==> config.mk <==
export PLATFORM = sky130hd
export DESIGN_NAME = wb_stage
export DESIGN_NICKNAME = d
export VERILOG_FILES = /design/src/rtl/wb_stage.sv
export SDC_FILE = /design/constraint.sdc
export NUM_CORES = 1
export LEC_CHECK = 0
export CAP_MARGIN = 20
export CORE_MARGIN = 5
export CORE_UTILIZATION = 47
export DETAILED_ROUTE_END_ITERATION = 10
export PLACE_DENSITY = 0.83
export SLEW_MARGIN = 30
export SYNTH_ARGS = -nofsm -noshare
export SYNTH_HDL_FRONTEND = slang
export SYNTH_SLANG_ARGS = --single-unit
==> constraint.sdc <==
create_clock -name clk_i -period 4.3 [get_ports clk_i]
set_clock_uncertainty 0.05 [all_clocks]
set_input_delay 0.645 -clock clk_i [delete_from_list [all_inputs] [get_ports clk_i]]
set_output_delay 0.645 -clock clk_i [all_outputs]
set_load 0.02 [all_outputs]
==> src/rtl/wb_stage.sv <==
// -----------------------------------------------------------------------------
// wb_stage -- writeback stage of the ares RISC-V core.
//
// Takes completed instructions from execute and drives the register-file write
// port. ALU and PC+4 results are written one cycle after acceptance. Loads park
// the stage in WAIT_MEM until data memory answers. The answer is then aligned,
// sign- or zero-extended and written, or reported as a fault on err_o. A load
// that is never answered is abandoned after TIMEOUT cycles.
//
// Ports
//   clk_i, rst_i          clock (rising edge), asynchronous active-low reset
//   ex_valid_i/ex_ready_o instruction handshake with execute (ready only in IDLE)
//   ex_regwen_i, ex_rd_i  write enable and destination register
//   ex_wbsel_i            0 ALU, 1 MEM, 2 PC+4, 3 reserved (no write)
//   ex_alu_i, ex_pc4_i    result candidates
//   ex_funct3_i           load type
//   ex_addr_lo_i          load address bits [1:0]
//   mem_rvalid_i          load response strobe
//   mem_rdata_i           load response word
//   mem_err_i             bus error, qualified by mem_rvalid_i
//   RegWEn_o/AddrD_o/DataD_o  registered register-file write port
//   load_busy_o, load_rd_o    outstanding-load indication for the hazard unit
//   err_o                 one-cycle load fault pulse
// -----------------------------------------------------------------------------
module wb_stage #(
  parameter int unsigned TIMEOUT = 255
) (
  input  logic        clk_i,
  input  logic        rst_i,
  input  logic        ex_valid_i,
  output logic        ex_ready_o,
  input  logic        ex_regwen_i,
  input  logic [4:0]  ex_rd_i,
  input  logic [1:0]  ex_wbsel_i,
  input  logic [31:0] ex_alu_i,
  input  logic [31:0] ex_pc4_i,
  input  logic [2:0]  ex_funct3_i,
  input  logic [1:0]  ex_addr_lo_i,
  input  logic        mem_rvalid_i,
  input  logic [31:0] mem_rdata_i,
  input  logic        mem_err_i,
  output logic        RegWEn_o,
  output logic [4:0]  AddrD_o,
  output logic [31:0] DataD_o,
  output logic        load_busy_o,
  output logic [4:0]  load_rd_o,
  output logic        err_o
);

  typedef enum logic [0:0] {IDLE, WAIT_MEM} state_t;

  // The counter starts at 0 on entry, so the final WAIT_MEM cycle is the one
  // in which it reads TIMEOUT-1.
  localparam logic [7:0] TMO_LAST = 8'(TIMEOUT - 1);

  state_t      state_q, state_d;
  logic [7:0]  cnt_q, cnt_d;
  logic [4:0]  ld_rd_q, ld_rd_d;
  logic        ld_wen_q, ld_wen_d;
  logic [2:0]  ld_f3_q, ld_f3_d;
  logic [1:0]  ld_alo_q, ld_alo_d;
  logic        regwen_q, regwen_d;
  logic [4:0]  addr_q, addr_d;
  logic [31:0] data_q, data_d;
  logic        err_q, err_d;

  // Only LB/LH/LW/LBU/LHU exist. Halfwords must sit on an even address and
  // words on a word boundary.
  function automatic logic load_legal(input logic [2:0] f3, input logic [1:0] alo);
    logic ok;
    case (f3)
      3'b000, 3'b100: ok = 1'b1;
      3'b001, 3'b101: ok = ~alo[0];
      3'b010:         ok = (alo == 2'd0);
      default:        ok = 1'b0;
    endcase
    return ok;
  endfunction

  // Shift the addressed byte or halfword down to bit 0, then extend it.
  function automatic logic [31:0] load_align(input logic [2:0]  f3,
                                             input logic [1:0]  alo,
                                             input logic [31:0] rdata);
    logic [31:0] sh;
    logic [31:0] res;
    sh = rdata >> {alo, 3'b000};
    case (f3)
      3'b000:  res = {{24{sh[7]}}, sh[7:0]};
      3'b100:  res = {24'd0, sh[7:0]};
      3'b001:  res = {{16{sh[15]}}, sh[15:0]};
      3'b101:  res = {16'd0, sh[15:0]};
      default: res = rdata;
    endcase
    return res;
  endfunction

  always_comb begin
    state_d  = state_q;
    cnt_d    = cnt_q;
    ld_rd_d  = ld_rd_q;
    ld_wen_d = ld_wen_q;
    ld_f3_d  = ld_f3_q;
    ld_alo_d = ld_alo_q;
    regwen_d = 1'b0;
    err_d    = 1'b0;
    addr_d   = addr_q;
    data_d   = data_q;

    case (state_q)
      IDLE: begin
        // mem_rvalid_i is deliberately ignored here: it can only be a stray
        // or late response to a load that has already been abandoned.
        if (ex_valid_i) begin
          case (ex_wbsel_i)
            2'd0: begin
              regwen_d = ex_regwen_i && (ex_rd_i != 5'd0);
              addr_d   = ex_rd_i;
              data_d   = ex_alu_i;
            end
            2'd2: begin
              regwen_d = ex_regwen_i && (ex_rd_i != 5'd0);
              addr_d   = ex_rd_i;
              data_d   = ex_pc4_i;
            end
            2'd1: begin
              ld_rd_d  = ex_rd_i;
              ld_wen_d = ex_regwen_i;
              ld_f3_d  = ex_funct3_i;
              ld_alo_d = ex_addr_lo_i;
              cnt_d    = 8'd0;
              state_d  = WAIT_MEM;
            end
            default: ;  // reserved source: consumed without a write
          endcase
        end
      end

      WAIT_MEM: begin
        // A response arriving in the final cycle still takes priority over
        // the timeout.
        if (mem_rvalid_i) begin
          state_d = IDLE;
          if (!mem_err_i && load_legal(ld_f3_q, ld_alo_q)) begin
            regwen_d = ld_wen_q && (ld_rd_q != 5'd0);
            addr_d   = ld_rd_q;
            data_d   = load_align(ld_f3_q, ld_alo_q, mem_rdata_i);
          end else begin
            err_d = 1'b1;
          end
        end else if (cnt_q == TMO_LAST) begin
          err_d   = 1'b1;
          state_d = IDLE;
        end else begin
          cnt_d = cnt_q + 8'd1;
        end
      end

      default: state_d = IDLE;
    endcase
  end

  always_ff @(posedge clk_i or negedge rst_i) begin
    if (!rst_i) begin
      state_q  <= IDLE;
      cnt_q    <= 8'd0;
      ld_rd_q  <= 5'd0;
      ld_wen_q <= 1'b0;
      ld_f3_q  <= 3'd0;
      ld_alo_q <= 2'd0;
      regwen_q <= 1'b0;
      addr_q   <= 5'd0;
      data_q   <= 32'd0;
      err_q    <= 1'b0;
    end else begin
      state_q  <= state_d;
      cnt_q    <= cnt_d;
      ld_rd_q  <= ld_rd_d;
      ld_wen_q <= ld_wen_d;
      ld_f3_q  <= ld_f3_d;
      ld_alo_q <= ld_alo_d;
      regwen_q <= regwen_d;
      addr_q   <= addr_d;
      data_q   <= data_d;
      err_q    <= err_d;
    end
  end

  assign ex_ready_o  = (state_q == IDLE);
  assign load_busy_o = (state_q == WAIT_MEM);
  assign load_rd_o   = (state_q == WAIT_MEM) ? ld_rd_q : 5'd0;
  assign RegWEn_o    = regwen_q;
  assign AddrD_o     = addr_q;
  assign DataD_o     = data_q;
  assign err_o       = err_q;

endmodule

==> results.tsv <==
metric	value	unit
critPathKind	flip-flop to output pin	
core	8090	µm²
portBuffers	159	
drt-wirelength-per-cell	19.7	µm
htreeDepth	3	
leakagePower	2.29	nW
worstPathArrival	2.22	ns
cts_made_buffers	9	
die_h	100	µm
grt_pass1_vias	3999	
ys_seq_area_frac	0.384	
yosys_warnings	0	
crit_fanout	32	
grt_pass1_wl	20.2	mm
cts_buffer_depth	2	
clockRootBuffer	clkbuf_8	
num_vias	3937	
crit_required	3.61	ns
pre_cts_slack	1.39	ns
first_pass_iters	6	
clock_latency	0.33	ns
fmax	343	MHz
netlist_area	3840	µm²
synth_edf_count	0	
place_area	5460	µm²
setup_ws	1.38	ns
setup_viol	0	
yosys_most_used_dff	dfrtp_1	
final_cells	654	
layout_min_cycle_time	2.92	ns
fin_area	5620	µm²
start_kind	flip-flop	
fin_util	0.694	
synthCells	404	
grt_max_degree	33	
antenna_found_initial	0	
final_nets	662	
finalSetupTns	0	ns
grt.overflow.total	0	
final_layout_size_suffix_gt1_frac	0.115	
routed_wl	12.9	mm
cp-end-kind	output pin	
cts_tree	done	
drt.antenna.violating_nets	0	
powerDensity	379	nW/µm²
rsz0062_at_grt	false	
status	complete, no violations	
hold_buffers	0	
dieArea	10100	µm²
post_cts_resized	0	
tightest_slew	0.919	ns
rows	33	
min_path_type	input pin to asynchronous set/reset pin	
diodes	0	
synthArstFlopShare	1.00	
place_inst	640	
num_io_pins	160	
gp_congestion	0.879	
cts_sinks	59	
worstSetupStartpoint	load_busy_o	
drt_iter0_markers	316	
slew_violations	0	
hold_violations	0	
avgSynthCellArea	9.52	µm²
ys_ff_latch	59	
postCtsSetupRepairBufs	0	
start_util	0.475	
grt_use_total	0.253	
die_w	100	µm
max_slew_margin	0.384	
drc_errors	0	
syn_nets	520	
clk_pin_slew	0.07	ns
post-route-period-util	0.679	
max-vdd-ir-drop	192	µV
area_growth	46.2	%
ys_types	47	
dp_hpwl	9.65	mm
r2r-start	ld_alo_q[0]	
cap_violations	0	
avgViaCountPerCell	6.02	
[flip-flops by register name, indices dropped and copies added (netlist names)]
register     count
ld_wen_q         1
ld_rd_q          5
ld_alo_q         2
ld_f3_q          3
DataD_o         32
cnt_q            8
load_busy_o      1
RegWEn_o         1
AddrD_o          5
err_o            1
[cells by family (layout without fill, tap and decap cells)]
family | Yosys count | in the layout | synth area share
AO/OA/AOI/OAI | 136 | 136 | 0.257
AND/OR/NAND/NOR | 106 | 106 | 0.137
flip-flops | 59 | 59 | 0.384
multiplexers | 55 | 55 | 0.160
buffers and inverters | 45 | 190 | 0.0534
adder cells (fa/ha/maj) | 2 | 2 | 0.00651
XOR/XNOR | 1 | 1 | 0.00228
[layout make-up]
class / instances / area [µm²]
timing repair buffer: 164 / 1620
fill: 650 / 2470
clock inverter: 5 / 32.5
inverter: 12 / 45.0
sequential: 59 / 1480
clock buffer: 9 / 124
multi-input combinational: 300 / 2190
tap: 105 / 131
[per-stage QoR]
stage,total power [mW],hold WS [ns]
finish,2.13,0.291
floorplan,1.29,0.299
detailed placement,1.71,0.424
CTS,2.13,0.305
global placement,1.68,0.411
global route,2.25,0.339
[power breakdown]
group | switching (mW) | internal, mW | total, mW
combinational | 0.447 | 0.453 | 0.901
sequential | 0.126 | 0.674 | 0.800
clock | 0.227 | 0.200 | 0.427
[critical path: stages, from the launching register on]
cell             delay, ns
dfrtp_1               0.56
inv_2                 0.59
clkdlybuf4s50_1       0.73
[cell usage after synthesis, drive strengths merged (3+ instances only)]
cell type | count | area share
nand2 | 65 | 0.063
mux2 | 33 | 0.097
nor2b | 5 | 0.0081
inv | 12 | 0.012
o21ai | 35 | 0.046
a211oi | 17 | 0.046
clkbuf | 16 | 0.016
a22o | 16 | 0.036
nand2b | 3 | 0.0049
buf | 17 | 0.026
nor2 | 3 | 0.0029
mux2i | 20 | 0.052
a222oi | 14 | 0.036
o2bb2ai | 14 | 0.032
or4 | 3 | 0.0059
nand3 | 4 | 0.0052
and4 | 3 | 0.0068
nor3 | 3 | 0.0065
a21oi | 29 | 0.038
dfrtp | 59 | 0.38
and2 | 5 | 0.0081
[layer usage]
metal  wire length [µm]  vias up  global-route usage
li1                   -     1807                   -
met1               4960     1905               0.321
met2               6420      186               0.424
met3                990       39              0.0445
met4                486        0               0.109
met5                  0        -                   0
[final timing paths]
path,cells after the start,slack (ns),end
max,2,1.38,ex_ready_o
min,1,0.29,DataD_o[20]
max reg2reg,4,1.51,DataD_o[16]
min reg2reg,1,0.44,cnt_q[5]
max in group asynchronous,2,3.05,ld_f3_q[2]
min in group clk_i,1,0.44,cnt_q[5]
[cell usage in the layout, fill, tap and decap left out, drive strengths merged, types with 5 or more instances in the layout]
cell | Yosys | final
clkdlybuf4s50 | 0 | 158
nand2 | 65 | 65
dfrtp | 59 | 59
o21ai | 35 | 35
mux2 | 33 | 33
a21oi | 29 | 29
mux2i | 20 | 20
a211oi | 17 | 17
a22o | 16 | 16
o2bb2ai | 14 | 14
a222oi | 14 | 14
inv | 12 | 12
clkbuf | 16 | 9
buf | 17 | 6
and2 | 5 | 5
nor2b | 5 | 5
(Power assumes the default switching activity.)
